<file path="config.mk">
export PLATFORM = sky130hd
export DESIGN_NAME = conv_encoder
export DESIGN_NICKNAME = d
export VERILOG_FILES = /design/src/rtl/viterbi_pkg.sv /design/src/rtl/conv_encoder.sv
export SDC_FILE = /design/constraint.sdc
export NUM_CORES = 1
export LEC_CHECK = 0
export ABC_CLOCK_PERIOD_IN_PS = 2100
export CAP_MARGIN = 20
export CORE_AREA = 3 3 40 42
export CTS_CLUSTER_DIAMETER = 30
export CTS_CLUSTER_SIZE = 25
export DETAILED_ROUTE_END_ITERATION = 16
export DIE_AREA = 0 0 43 45
export GPL_TIMING_DRIVEN = 0
export PLACE_DENSITY_LB_ADDON = 0.08
export RECOVER_POWER = 25
export SYNTH_ARGS = -nofsm -noshare
export SYNTH_HDL_FRONTEND = slang
export SYNTH_SLANG_ARGS = --single-unit
</file>
<file path="constraint.sdc">
create_clock -name i_clk -period 2.1 [get_ports i_clk]
set_clock_uncertainty 0.1 [all_clocks]
set_input_delay 0.21 -clock i_clk [delete_from_list [all_inputs] [get_ports i_clk]]
set_output_delay 0.21 -clock i_clk [all_outputs]
set_load 0.01 [all_outputs]
</file>
<file path="src/rtl/viterbi_pkg.sv">
// Shared definitions for the Viterbi link: code constants, the coded symbol
// type used by both the encoder and the branch metric unit, and the parity
// helper that turns a register window into a coded symbol.
package viterbi_pkg;

  // Constraint length and generator polynomials of the reference code.
  localparam int K = 3;
  localparam logic [K-1:0] G0 = 3'b111;
  localparam logic [K-1:0] G1 = 3'b101;

  // Widest window the parity helper accepts; narrower windows and generators
  // are zero-extended, which leaves the parity unchanged.
  localparam int K_MAX = 8;

  // Coded symbol {g0,g1}; value n pairs with branch metric BM_n.
  typedef logic [1:0] symbol_t;

  // Encoder control states.
  typedef enum logic {
    ST_DATA  = 1'b0,
    ST_FLUSH = 1'b1
  } enc_state_t;

  // Parity of the window under each generator; MSB of the window is the
  // current input bit.
  function automatic symbol_t parity_sym(
    input logic [K_MAX-1:0] window,
    input logic [K_MAX-1:0] gen0,
    input logic [K_MAX-1:0] gen1
  );
    return {^(window & gen0), ^(window & gen1)};
  endfunction

endpackage

</file>
<file path="src/rtl/conv_encoder.sv">
// Rate-1/2 feed-forward convolutional encoder with ready/valid handshakes on
// both sides, a single output register stage and optional zero-tail flushing
// so every frame leaves the decoder trellis in state 0.
module conv_encoder
  import viterbi_pkg::*;
#(
  parameter int             P_K    = K,
  parameter logic [P_K-1:0] P_G0   = G0,
  parameter logic [P_K-1:0] P_G1   = G1,
  parameter bit             P_TAIL = 1'b1
) (
  input  logic       i_clk,
  input  logic       i_rst,
  input  logic       i_valid,
  input  logic       i_data,
  input  logic       i_last,
  output logic       o_ready,
  output logic       o_valid,
  output logic [1:0] o_data,
  output logic       o_last,
  input  logic       i_ready,
  output logic       o_busy
);

  // Tail counter spans 0..P_K-2.
  localparam int CNT_W = (P_K > 2) ? $clog2(P_K - 1) : 1;
  localparam logic [CNT_W-1:0] CNT_LAST = CNT_W'(P_K - 2);

  enc_state_t       state_reg, state_next;
  logic [CNT_W-1:0] cnt_reg, cnt_next;
  logic [P_K-2:0]   shift_reg, shift_next;
  logic             valid_reg, valid_next;
  symbol_t          data_reg, data_next;
  logic             last_reg, last_next;

  logic             load;
  logic             in_xfer;
  logic             enc_bit;
  logic [P_K-1:0]   window;
  logic [P_K-2:0]   shifted;
  symbol_t          sym;

  // The output register may take a new symbol when empty or being drained.
  assign load    = ~valid_reg | i_ready;
  assign o_ready = (state_reg == ST_DATA) & load;
  assign in_xfer = i_valid & o_ready;

  // During the tail the encoder feeds zeros instead of the input bit.
  assign enc_bit = (state_reg == ST_DATA) ? i_data : 1'b0;

  // Window = {u, r[0], ..., r[P_K-2]}; shifted = {r[P_K-3:0], u}.
  assign window[P_K-1] = enc_bit;
  assign shifted[0]    = enc_bit;
  for (genvar gi = 0; gi < P_K - 1; gi++) begin : g_window
    assign window[P_K-2-gi] = shift_reg[gi];
  end
  for (genvar gi = 1; gi < P_K - 1; gi++) begin : g_shift
    assign shifted[gi] = shift_reg[gi-1];
  end

  assign sym = parity_sym(K_MAX'(window), K_MAX'(P_G0), K_MAX'(P_G1));

  // Next-state logic: accept info bits in DATA, emit zero-tail symbols in FLUSH.
  always_comb begin
    state_next = state_reg;
    cnt_next   = cnt_reg;
    shift_next = shift_reg;
    valid_next = valid_reg;
    data_next  = data_reg;
    last_next  = last_reg;
    case (state_reg)
      ST_DATA: begin
        if (load) begin
          valid_next = in_xfer;
          last_next  = 1'b0;
          if (in_xfer) begin
            data_next  = sym;
            shift_next = shifted;
            if (i_last) begin
              if (P_TAIL) begin
                state_next = ST_FLUSH;
                cnt_next   = '0;
              end else begin
                // Untailed frame: end here and start the next one from state 0.
                last_next  = 1'b1;
                shift_next = '0;
              end
            end
          end
        end
      end
      ST_FLUSH: begin
        // Tail advances only on a load, so downstream stalls freeze it.
        if (load) begin
          valid_next = 1'b1;
          data_next  = sym;
          shift_next = shifted;
          cnt_next   = cnt_reg + CNT_W'(1);
          last_next  = (cnt_reg == CNT_LAST);
          if (cnt_reg == CNT_LAST) begin
            state_next = ST_DATA;
          end
        end
      end
      default: begin
        state_next = ST_DATA;
      end
    endcase
  end

  // State and output register; reset drops any frame in progress.
  always_ff @(posedge i_clk) begin
    if (i_rst) begin
      state_reg <= ST_DATA;
      cnt_reg   <= '0;
      shift_reg <= '0;
      valid_reg <= 1'b0;
      data_reg  <= '0;
      last_reg  <= 1'b0;
    end else begin
      state_reg <= state_next;
      cnt_reg   <= cnt_next;
      shift_reg <= shift_next;
      valid_reg <= valid_next;
      data_reg  <= data_next;
      last_reg  <= last_next;
    end
  end

  assign o_valid = valid_reg;
  assign o_data  = data_reg;
  assign o_last  = last_reg;
  assign o_busy  = (state_reg == ST_FLUSH);

endmodule
</file>
# ---- After elaboration in Yosys (flattened, before gate mapping)
# Index checks and enable logic that the tools add are counted.
dict set report classes {
  addsub 1
  eq_ne 4
  muxes 26
  n_bitwise 5
  reduce_logical 5
}
# operator count
set ops {}
lappend ops {{8-bit parity} 2}
lappend ops {{1-bit 2-to-1 mux} 14}
lappend ops {{2-bit 2-to-1 mux} 6}
lappend ops {{1-bit case mux with 2 select lines} 4}
lappend ops {{2-bit case mux with 2 select lines} 2}
lappend ops {{2-bit inequality test (second input constant)} 3}
lappend ops {{4-bit AND reduction} 1}
lappend ops {{3-bit AND reduction} 1}
lappend ops {{1-bit AND} 2}
lappend ops {{2-bit by 1-bit inequality test with 1-bit output (second input constant)} 1}
lappend ops {{1-bit inverter} 2}
lappend ops {{2-bit AND reduction} 1}
lappend ops {{1-bit adder (second input constant)} 1}
lappend ops {{1-bit bitwise OR} 1}
dict set report totals {
  register_bits 8
}

# ---- Longest topological paths before layout
# Gate-level depths: netlist of the first run.
dict set report depth {
  depth_word 7
  ltp_mapped 5
  ltp_nobuf 4
}

# ---- Worst setup path before layout of the first run
# No wires, ideal clock.
dict set report synth_timing {
  kind {flip-flop to flip-flop}
  start {register state_reg (netlist: o_busy)}
  end {register data_reg[1] (netlist: o_data[1])}
  setup_ns 0.074
  arrival_ns 0.987
  required_time_ns 1.926
  path_slack_ns 0.939
  stages_incl_launch_ff 5
  n_path_buf 1
  synth_period_minus_slack_ns 1.161
  cell_sequence {dfxtp_1 -> buf_6 -> nand4b_1 -> a21o_1 -> a31oi_1}
}
dict set report synth_between {
  elab_chain_len 5
}
# element line_no
set synth_rtl {}
lappend synth_rtl {{start, declared} conv_encoder.sv:29} ;# enc_state_t state_reg, state_next;
lappend synth_rtl {{start signal, assigned} conv_encoder.sv:121} ;# state_reg <= state_next;
lappend synth_rtl {{1-bit 2-to-1 mux or 1-bit inverter (tied branches)} -}
lappend synth_rtl {{8-bit parity or 1-bit AND (tied branches)} {viterbi_pkg.sv:31, conv_encoder.sv:45}}
lappend synth_rtl {{2-bit 2-to-1 mux or 1-bit AND (tied branches)} {conv_encoder.sv:76, conv_encoder.sv:46}}
lappend synth_rtl {{2-bit 2-to-1 mux or 2-bit inequality test (tied branches)} -}
lappend synth_rtl {{2-bit case mux with 2 select lines or 3-bit AND reduction (tied branches)} -}
lappend synth_rtl {{end signal, assigned} conv_encoder.sv:125} ;# data_reg <= data_next;
lappend synth_rtl {{end, declared} conv_encoder.sv:33} ;# symbol_t data_reg, data_next;
# Several ways; a longest one is shown, not always the timed one. The select of a mux whose other input is x is not followed.
# A chain may end at the register's enable or synchronous reset.

# ---- Worst setup path in the final report of the first run
dict set report layout_timing {
  start {input port i_ready}
  end {output port o_ready}
}
dict set report layout_between {
  elab_chain_len 2
}
# element line_no
set layout_rtl {}
lappend layout_rtl {{start, declared} conv_encoder.sv:21} ;# input logic i_ready,
lappend layout_rtl {{1-bit bitwise OR} conv_encoder.sv:44} ;# assign load = ~valid_reg | i_ready;
lappend layout_rtl {{1-bit AND} conv_encoder.sv:45} ;# assign o_ready = (state_reg == ST_DATA) & load;
lappend layout_rtl {{end, declared} conv_encoder.sv:17} ;# output logic o_ready,
# Every way passes these cells.

==> flow_summary.yaml, run 1 <==
synth:
  synth_area_um2: 365
  ys_ff_latch: 8
  avgSynthCellArea_um2: 8.91
  syn_nets: 47
  syn_inst: 41
  ys_seq_area_share_pct: 43.8
  yosysWarnings: 0
  yosys.cell_types.count: 21
power:
  cellPowerDensity_nw_per_um2: 732
  total_power_mw: 0.369
  power.leakage_nw: 0.184
  ir_worst_vdd_v: 0.000210
clock_tree:
  cts_resized: 0
  holdBufCountCts: 0
  cts_buffers: 3
  cts_setup_buffers: 0
  clockBufferDepth: 2
  cts_tree: "done"
  htreeDepth: 1
  clk_latency_ns: 0.26
  cts_root_buf: "clkbuf_4"
  clock_sink_count: 8
  clk_pin_slew_ns: 0.06
floorplanning:
  coreArea_um2: 1280
  die-width_um: 43
  dieArea_um2: 1940
  initial_core_util_pct: 28.4
  io_pins: 12
  rows: 13
  die_y_um: 45
setup_path:
  crit_path_start_kind: "input port"
  slowest_stage: "clkdlybuf4s50_1"
  reg2reg_slack_ns: 0.85
  path_cells: "clkdlybuf4s50_1 -> and2b_1 -> nor2_1 -> clkdlybuf4s50_1"
  criticalPathCategory: "input port to output pin"
  critical_path.max_stage_delay_ns: 0.56
  crit_path_end_kind: "output pin"
  critPathMaxFanout: 5
  cpMostUsedCell: "clkdlybuf4s50_1"
  cp.arrival_ns: 1.63
  critPathRequiredTime_ns: 1.79
placed_design:
  portBuffers: 10
  dp_hpwl_um: 685
  gp_congestion: 0.757
routing:
  met3_length_um: 50
  wl_met2_um: 472
  vias: 369
  drc: 0
  vias_per_cell: 5.35
  ant_nets: 0
  firstDrtPassIters: 4
  top_layer: "met4"
  wl_met1_um: 373
  drt_iter0_drc: 6
  wl_per_cell_um: 13.4
  wirelength_um: 927
grt:
  antenna_found_initial: 0
  grt_overflow_total: 0
  first_global_vias: 376
  grt_first_pass_wirelength_um: 1540
  track_usage_pct: 11.0
  grt_max_degree: 11
cells_and_area:
  final_common_cell: "clkdlybuf4s50_1"
  fin_nets: 62
  syn_to_final_growth_pct: 38.0
  final_cell_mix: "clkdlybuf4s50_1, dfxtp_1, a21oi_1, nor2_1"
  diodes: 0
  drive_gt1_share_pct: 11.1
timing:
  tightest_slew_ns: 0.364
  finalHoldViolCount: 0
  final.period_utilization_pct: 92.4
  slew_viol_final: 0
  relSlewSlack_pct: 75.7
  finalSetupViolCount: 0
  fin_crit_ns: 1.94
  rsz0062_at_grt: "no"
  setup-tns-final_ns: 0
  clock.fmax_mhz: 516
worst_hold_path:
  hold_path.class: "input port to register"
job:
  cap_violations: 0
status:
  status: "finished clean"
==> path summary, 6_finish.rpt <==
kind / startpoint / endpoint / cells past startpoint
setup / recovery: i_ready / o_ready / 4
hold reg to reg: o_last / o_last / 2
setup reg to reg: o_busy / o_data[1] / 4
hold / removal: i_rst / shift_reg[0] / 2
==> Yosys cell counts <==
| master | number | area [um2] |
|---|---|---|
| nand2b_2 | 1 | 8.76 |
| a21o_1 | 1 | 7.51 |
| nand2_1 | 3 | 11.3 |
| buf_1 | 1 | 3.75 |
| nor2_1 | 4 | 15.0 |
| nor2b_1 | 1 | 6.26 |
| o21bai_2 | 1 | 11.3 |
| a311oi_1 | 1 | 8.76 |
| o21ai_2 | 1 | 8.76 |
| buf_6 | 1 | 11.3 |
| nand3b_1 | 1 | 7.51 |
| nand4b_1 | 1 | 8.76 |
| dfxtp_1 | 8 | 160 |
| a21oi_1 | 5 | 25.0 |
| nor3_1 | 2 | 10.0 |
| o21ai_1 | 1 | 5.00 |
| and2b_1 | 2 | 15.0 |
| a31oi_1 | 2 | 12.5 |
| nand3_1 | 2 | 10.0 |
| mux2i_1 | 1 | 10.0 |
| a32oi_1 | 1 | 8.76 |
==> power by group <==
group          switching [mW]  internal, mW
Clock                  0.0576        0.0658
Sequential            0.00689         0.162
Combinational          0.0361        0.0405
==> critical path: cells and delay by family <==
kind          cells  cell delay (ns)
buf+inv           2             1.03
simple gates      2             0.39
==> layout make-up <==
class,count,area (um2)
Sequential cell,8,160
Buffer,2,15.0
Fill cell,132,781
Tap cell,15,18.8
Timing Repair Buffer,10,100
Multi-Input combinational cell,31,188
Clock buffer,3,22.5
==> kinds of logic (layout without fill, tap and decap cells) <==
group           count (synthesis)  count (layout)  synth area share [%]
compound gates                 13              13                  24.0
buf+inv                         2              15                  4.11
flops                           8               8                  43.8
mux                             1               1                  2.74
simple gates                   17              17                  25.3
==> per-layer routing <==
layer  track usage [%]  vias to the layer above
met5                 0                        -
met4              9.04                        0
met3              2.79                        5
met2              18.3                       10
met1              11.9                      176
li1                  -                      178
==> stage by stage <==
step | utilization, % | std cells | cell area, um2 | hold WS, ns | setup WS (ns)
2_1_floorplan | - | 41 | 365 | 0.278 | 0.939
3_3_place_gp | 37.7 | 66 | 484 | 0.343 | 0.178
6_report | 39.2 | 69 | 504 | 0.202 | 0.160
5_1_grt | 39.2 | 69 | 504 | 0.238 | 0.0899
3_5_place_dp | 37.7 | 66 | 484 | 0.346 | 0.157
4_1_cts | 39.4 | 69 | 507 | 0.200 | 0.146
Power figures use the tool's default switching activity.
==> run 2: changes to the inputs <==
--- a/config.mk
+++ b/config.mk
@@ -9,7 +9,7 @@
 export CAP_MARGIN = 20
 export CORE_AREA = 3 3 40 42
 export CTS_CLUSTER_DIAMETER = 30
-export CTS_CLUSTER_SIZE = 25
+export CTS_CLUSTER_SIZE = 20
 export DETAILED_ROUTE_END_ITERATION = 16
 export DIE_AREA = 0 0 43 45
 export GPL_TIMING_DRIVEN = 0
==> results of run 2 <==
The final DEF is identical to that of run 1; final timing and power are the same.
==> run 3: changes to the inputs <==
--- a/config.mk
+++ b/config.mk
@@ -7,11 +7,11 @@
 export LEC_CHECK = 0
 export ABC_CLOCK_PERIOD_IN_PS = 2100
 export CAP_MARGIN = 20
-export CORE_AREA = 3 3 40 42
+export CORE_MARGIN = 3
+export CORE_UTILIZATION = 25
 export CTS_CLUSTER_DIAMETER = 30
 export CTS_CLUSTER_SIZE = 20
 export DETAILED_ROUTE_END_ITERATION = 16
-export DIE_AREA = 0 0 43 45
 export GPL_TIMING_DRIVEN = 0
 export PLACE_DENSITY_LB_ADDON = 0.08
 export RECOVER_POWER = 25
==> run 3 against run 2 <==
Clock power is 7% lower. Total power is 2.5% lower. Utilization is 1.2 points lower. Global-route usage is 0.59 points lower. Sequential power hardly changed. Cell count stayed put. Via count is 2.4% lower. Highest routed layer unchanged.
==> flow_summary.yaml, run 3 (synthesized netlist as in run 1, its figures left out) <==
routing:
  wirelength_um: 852
  wl_per_cell_um: 12.3
  firstDrtPassIters: 4
  vias: 360
  vias_per_cell: 5.22
  drt_iter0_drc: 3
  ant_nets: 0
  drc: 0
floorplanning:
  initial_core_util_pct: 27.4
  die-width_um: 44.2
  rows: 13
  coreArea_um2: 1330
  dieArea_um2: 1960
  io_pins: 12
  die_y_um: 44.2
clock_tree:
  clockBufferDepth: 2
  cts_setup_buffers: 0
  clock_sink_count: 8
  clk_latency_ns: 0.25
  cts_resized: 0
  htreeDepth: 1
  clk_pin_slew_ns: 0.05
  cts_root_buf: "clkbuf_4"
  cts_tree: "done"
  cts_buffers: 3
  holdBufCountCts: 0
power:
  cellPowerDensity_nw_per_um2: 710
  netSwitchingPower_mw: 0.0915
  ir_worst_vdd_v: 0.000236
  pwr-share-clk_pct: 31.9
  p_int_mw: 0.269
  comb_power_share_pct: 21.1
  power_frac_seq_pct: 47.0
  swShare_pct: 25.4
  power.leakage_nw: 0.184
  total_power_mw: 0.360
placed_design:
  postPlaceCellArea_um2: 484
  portBuffers: 10
  pre_cts_ws_ns: 0.173
  gp_congestion: 0.811
grt:
  track_usage_pct: 10.4
  grt_max_degree: 11
  first_global_vias: 321
  antenna_found_initial: 0
  grt_first_pass_wirelength_um: 1410
  grt_overflow_total: 0
cells_and_area:
  fin_nets: 62
  multi_input_area_um2: 190
  drive_gt1_share_pct: 13.0
  final_common_cell: "clkdlybuf4s50_1"
  regArea_um2: 160
  syn_to_final_growth_pct: 38.7
  nFillCells: 142
  fin_area_um2: 507
  final_cell_mix: "clkdlybuf4s50_1, dfxtp_1, a21oi_1, nor2_1"
  diodes: 0
timing:
  setup_ws_ns: 0.176
  finalSetupViolCount: 0
  setup-tns-final_ns: 0
  slew_viol_final: 0
  finalHoldViolCount: 0
  relSlewSlack_pct: 74.8
  fin_hold_ws_ns: 0.216
  rsz0062_at_grt: "no"
  fin_crit_ns: 1.92
  clock.fmax_mhz: 520
  final.period_utilization_pct: 91.6
  tightest_slew_ns: 0.377
setup_path:
  rr_endpoint: "o_data[1]"
  r2r-start: "o_busy"
  crit_path_start_kind: "input port"
  criticalPathCategory: "input port to output pin"
  r2r_cells: 4
  crit_start: "i_ready"
  cp.arrival_ns: 1.61
  reg2reg_slack_ns: 0.89
  critPathMaxFanout: 5
  critPathRequiredTime_ns: 1.79
  crit_path_end_kind: "output pin"
worst_hold_path:
  min_path_cells: 2
  hold-path-endpoint: "shift_reg[1]"
  hold_path.class: "input port to register"
  hold_start: "i_rst"
job:
  cap_violations: 0
status:
  status: "finished clean"
[run 3: cell types whose count changed in the layout (fill, tap and decap cells not counted)]
cell	change
nand2b_1	-1
nand2b_2	+1
[run 3: worst max-delay path: stages]
cell and delay [ns]:
clkdlybuf4s50_1 0.47, and2b_1 0.24, nor2_1 0.14, clkdlybuf4s50_1 0.56
[run 3: cell type report]
type	count	share of cell area (%)
Multi-Input combinational cell	31	37.5
Sequential cell	8	31.6
Timing Repair Buffer	10	19.8
Clock buffer	3	4.44
Tap cell	15	3.70
Buffer	2	2.96
[run 3: worst max path at each step]
stage,slack [ns],end,cells past startpoint
2_1_floorplan,0.94,o_data[1],4
3_3_place_gp,0.18,o_ready,4
3_5_place_dp,0.17,o_ready,4
4_1_cts,0.16,o_ready,4
5_1_grt,0.09,o_ready,4
6_report,0.18,o_ready,4
[run 3: stage by stage]
step | utilization (%) | instances
2_1_floorplan | - | 41
3_3_place_gp | 36.3 | 66
3_5_place_dp | 36.3 | 66
4_1_cts | 38.0 | 69
5_1_grt | 38.0 | 69
6_report | 38.0 | 69
[run 3: routing by layer]
layer  track usage [%]  wire (um)
met4              7.23          9
met3              4.88         50
met2              14.0        370
met5                 0          0
met1              13.0        421
[run 3: power groups by stage]
stage | combinational [mW] | sequential, mW | clock (mW)
global placement | 0.0753 | 0.172 | 0
CTS | 0.0774 | 0.169 | 0.122
global route | 0.0829 | 0.170 | 0.138
floorplan | 0.0386 | 0.175 | 0
detailed placement | 0.0770 | 0.172 | 0
finish | 0.0759 | 0.169 | 0.115
==> patch 1: new RTL, flow settings as in run 3 <==
Set the package constant `K` to 6 (it was 3).
--- a/src/rtl/viterbi_pkg.sv
+++ b/src/rtl/viterbi_pkg.sv
@@ -4,7 +4,7 @@
 package viterbi_pkg;
 
   // Constraint length and generator polynomials of the reference code.
-  localparam int K = 3;
+  localparam int K = 6;
   localparam logic [K-1:0] G0 = 3'b111;
   localparam logic [K-1:0] G1 = 3'b101;
 
Behaviour: not the same (a bounded check fails within 4 cycles, from zero or initial values and one cycle with i_rst high).
==> patch 1 against run 3 <==
Final area is 61% higher; total power is 42% higher; setup slack worse by 14 ps; routed wire length is 71% higher; sequential cell count is 5 higher; synthesized area is 77% higher; combinational power is 16% higher; first-iteration DRC count is 67% higher; critical endpoint unchanged.
==> patch 1: results (changes against run 3) <==
- Flop2flop setup slack: 710 ps (-180 ps)
- Worst setup startpoint: o_valid
- Outcome: finished, final reports clean
- Synth cell types: 29 (+38%)
- Fin nets: 93 (+50%)
- Clock slew at reported path FFs: 90 ps (+40 ps)
- Via/cell ratio: 4.63 (-11%)
- First-pass GRT wire length: 2630 µm (+87%)
- Routed WL: 1460 µm (+71%)
- PortBufs: 11 (+1)
- Net Count, Synth: 77 (+64%)
- Type of the worst min-delay path: reg2reg
- Worst vdd ir: 0.334 mV (+41%)
- Initial DRC count: 5 (+2)
- Met1 Use GR: 0.146 (+0.0161)
- Lkg Pwr: 0.284 nW (+54%)
- Fin Hold WS: 360 ps (+144 ps)
- Vias in the first global route: 530 (+65%)
- Hold path endpoint: o_last
- Share of post-route cells with drive strength above 1: 0.179 (+0.0489)
- Hold_sp: o_last
- Final RePlAce weighted congestion: 0.711 (-12%)
- Slew margin rel.: 0.665 (-0.0836)
- Synth top area cells: dfxtp_1 40%, a21oi_1 6.9%, nand3_1 5.4%, buf_6 5.2%, ha_1 3.9%
- Reg2reg end: shift_reg[3]
- Met3 global-route usage: 0.0437 (-0.00510)
- CTS-repair resized insts: 0 (unchanged)
- Register area share after synthesis: 0.402 (-0.0368)
- Global routing usage on met2: 0.147 (+0.00728)
- Worst skew pair latency: 280 ps (+30 ps)
- CP Max Fanout: 10 (+5)
- Total track usage: 0.105 (+0.000468)
- Commonest cells post-synth: 13 x dfxtp_1, 9 x a21oi_1, 7 x nand3_1
==> patch 1: changes by cell type after synthesis, sizes merged, moves of 2 or more <==
cell	change
a21oi	+6
o21ai	+6
dfxtp	+5
nand3	+5
and2b	-2
buf	+2
ha	+2
inv	+2
nand2	-2
nor2b	+2
==> patch 1: cell families (layout without fill, tap and decap cells) <==
logic type,Yosys count,count (layout),share of synthesized area
compound gates,23,23,0.234
xor+xnor,2,2,0.0270
fa+ha+maj,2,2,0.0386
buf+inv,7,22,0.0811
flops,13,13,0.402
simple gates,22,22,0.218
==> patch 1: layer usage <==
metal  wire, µm  share of wire  up-vias
met3         59          0.040        2
met2        663           0.45        7
li1           -              -      273
met4         12         0.0082        0
met5          0              0        -
met1        723           0.50      237
==> patch 1: final cells by class <==
cell class | instances | share of cell area
Sequential cell | 13 | 0.319
Timing Repair Buffer | 11 | 0.135
Multi-Input combinational cell | 49 | 0.407
Tap cell | 28 | 0.0429
Inverter | 2 | 0.00919
Clock buffer | 4 | 0.0322
Buffer | 5 | 0.0551
==> patch 1: where the power goes <==
part | leakage, nW | switching (mW) | internal (mW)
logic | 0.163 | 0.0446 | 0.0433
registers | 0.106 | 0.00683 | 0.255
clock network | 0.0150 | 0.0872 | 0.0737
==> patch 1: stage by stage <==
| stage | setup WS, ps | cells | utilization | instance area, µm² |
|---|---|---|---|---|
| finish | 162 | 112 | 0.349 | 817 |
| global route | 65.6 | 112 | 0.349 | 817 |
| CTS | 132 | 112 | 0.350 | 820 |
| detailed placement | 186 | 108 | 0.339 | 793 |
| global placement | 196 | 108 | 0.339 | 793 |
| floorplan | 949 | 69 | - | 648 |
==> patch 1: worst max-delay path, cell delays in order (launching register included) <==
cell	delay (ps)
dfxtp_1	400
nor2b_4	250
buf_6	170
nor2_1	50
clkdlybuf4s50_1	470
==> patch 2: new RTL, settings of run 3 <==
Without the edit above. Reset style: asynchronous (`i_rst`), changed in one clocked block.
--- a/src/rtl/conv_encoder.sv
+++ b/src/rtl/conv_encoder.sv
@@ -109,7 +109,7 @@
   end
 
   // State and output register; reset drops any frame in progress.
-  always_ff @(posedge i_clk) begin
+  always_ff @(posedge i_clk or posedge i_rst) begin
     if (i_rst) begin
       state_reg <= ST_DATA;
       cnt_reg   <= '0;
Check against the original RTL: differs if i_rst is asserted again (counterexample within 4 cycles, from zero or initial values and one cycle with i_rst high); with i_rst held inactive, the same outputs for 10 cycles.
==> patch 2 against run 3 <==
Sequential cell count is the same; sequential share of layout area grew 4.9 points; largest cell class is now sequential cells; count of clock-buffer cells in the layout did not move; non-clock buffer count stayed put; setup slack improved by 110 ps; critical path depth unchanged; critical endpoint unchanged; final area is 8.1% higher; routed wire length fell by 21%; synthesized area is 8.6% higher.
Power is not compared: it rests on default switching activity, and its combinational part moved more than twofold at a synthesized area within 25%.
==> patch 2: results (changes against run 3) <==
- Outcome: finished, final reports clean
- Register area share after synthesis: 0.505 (+0.0664)
- Worst skew pair latency: 250 ps (about the same)
- Post-Place Setup Slack: 282 ps (+108 ps)
- Xor-xnor portion of the synthesized cell area: 0.0662 (+0.0662)
- Fraction of registers with async set/reset: 1.00 (+1.00)
- Synth cell types: 18 (-14%)
- H-tree Lvls: 1 (unchanged)
- Comb power frac: 0.492
- Slew margin rel.: 0.795 (+0.0467)
- Met2 routed WL: 272 µm (-26%)
- Type of the worst min-delay path: in2async
- Longest Clk Path Bufs: 2 (unchanged)
- Flop pwr share: 0.354
- Commonest cells post-synth: 8 x dfrtp_1, 3 x mux2_2, 3 x nand2_1
- Routed wire per std cell: 10.8 µm (-12%)
- Largest net degree at the start of global routing: 10 (-1)
- PortBufs: 11 (+1)
- Mux cell area share after synthesis: 0.123 (+0.0956)
- Net Count, Synth: 39 (-17%)
- Compound-Gate Fraction of Synth Area: 0.0694 (-0.170)
- Initial DRC count: 6 (+3)
- CP Max Fanout: 5 (unchanged)
- Met3 routed WL: 40 µm (-20%)
- Share of post-route cells with drive strength above 1: 0.255 (+0.126)
- Fin nets: 55 (-11%)
- Synth top area cells: dfrtp_1 50%, mux2_2 8.5%, nor2_4 5.7%, xnor2_1 4.4%, mux2_4 3.8%
- Placed instance area: 526 µm² (+8.5%)
- M1 WL: 347 µm (-18%)
- Via/cell ratio: 4.50 (-14%)
- First-pass GRT wire length: 1040 µm (-26%)
- Vias in the first global route: 236 (-26%)
- Logic power comb: 0.377 mW
- Total track usage: 0.0757 (-0.0285)
- Worst EP arrival: 1500 ps (-110 ps)
- DR pass1 iterations: 3 (-1)
==> patch 2: cell count changes after synthesis, moves of 3 or more <==
cell / delta
dfrtp_1: +8
dfxtp_1: -8
a21oi_1: -4
mux2_2: +3
nor2_1: -3
==> patch 2: area by class of cell <==
| class | count | area (µm²) |
|---|---|---|
| Buffer | 1 | 11.3 |
| Clock buffer | 3 | 22.5 |
| Fill cell | 138 | 851 |
| Inverter | 1 | 3.75 |
| Multi-Input combinational cell | 23 | 181 |
| Sequential cell | 8 | 200 |
| Tap cell | 15 | 18.8 |
| Timing Repair Buffer | 11 | 110 |
==> patch 2: logic make-up (layout without fill, tap and decap cells) <==
family          count (synthesis)  in the layout
compound gates                  5              5
xor+xnor                        3              3
buf+inv                         2             16
flops                           8              8
mux                             4              4
simple gates                   11             11
==> patch 2: final timing paths <==
path                                end  startpoint  slack, ps  cells after the start
setup / recovery                o_ready     i_ready        290                      4
hold / removal                   o_last       i_rst        240                      2
setup reg to reg           shift_reg[0]     o_valid        790                      3
hold reg to reg                  o_last      o_last        390                      2
max in group asynchronous     o_data[1]       i_rst       1430                      2
min in group i_clk               o_last      o_last        390                      2
==> patch 2: metal layers <==
layer,GRT usage,vias up
li1,-,141
met1,0.0957,127
met2,0.0836,9
met3,0.0356,2
met4,0.0852,0
met5,0,-
==> patch 2: per-stage QoR <==
step / util / cells
floorplan: - / 33
global placement: 0.376 / 59
detailed placement: 0.376 / 59
CTS: 0.392 / 62
global route: 0.392 / 62
finish: 0.392 / 62
==> patch 2: worst max-delay path, cell delays in order <==
cell and delay (ps):
clkdlybuf4s50_1 460, and2b_4 210, nor2_1 80, clkdlybuf4s50_1 540
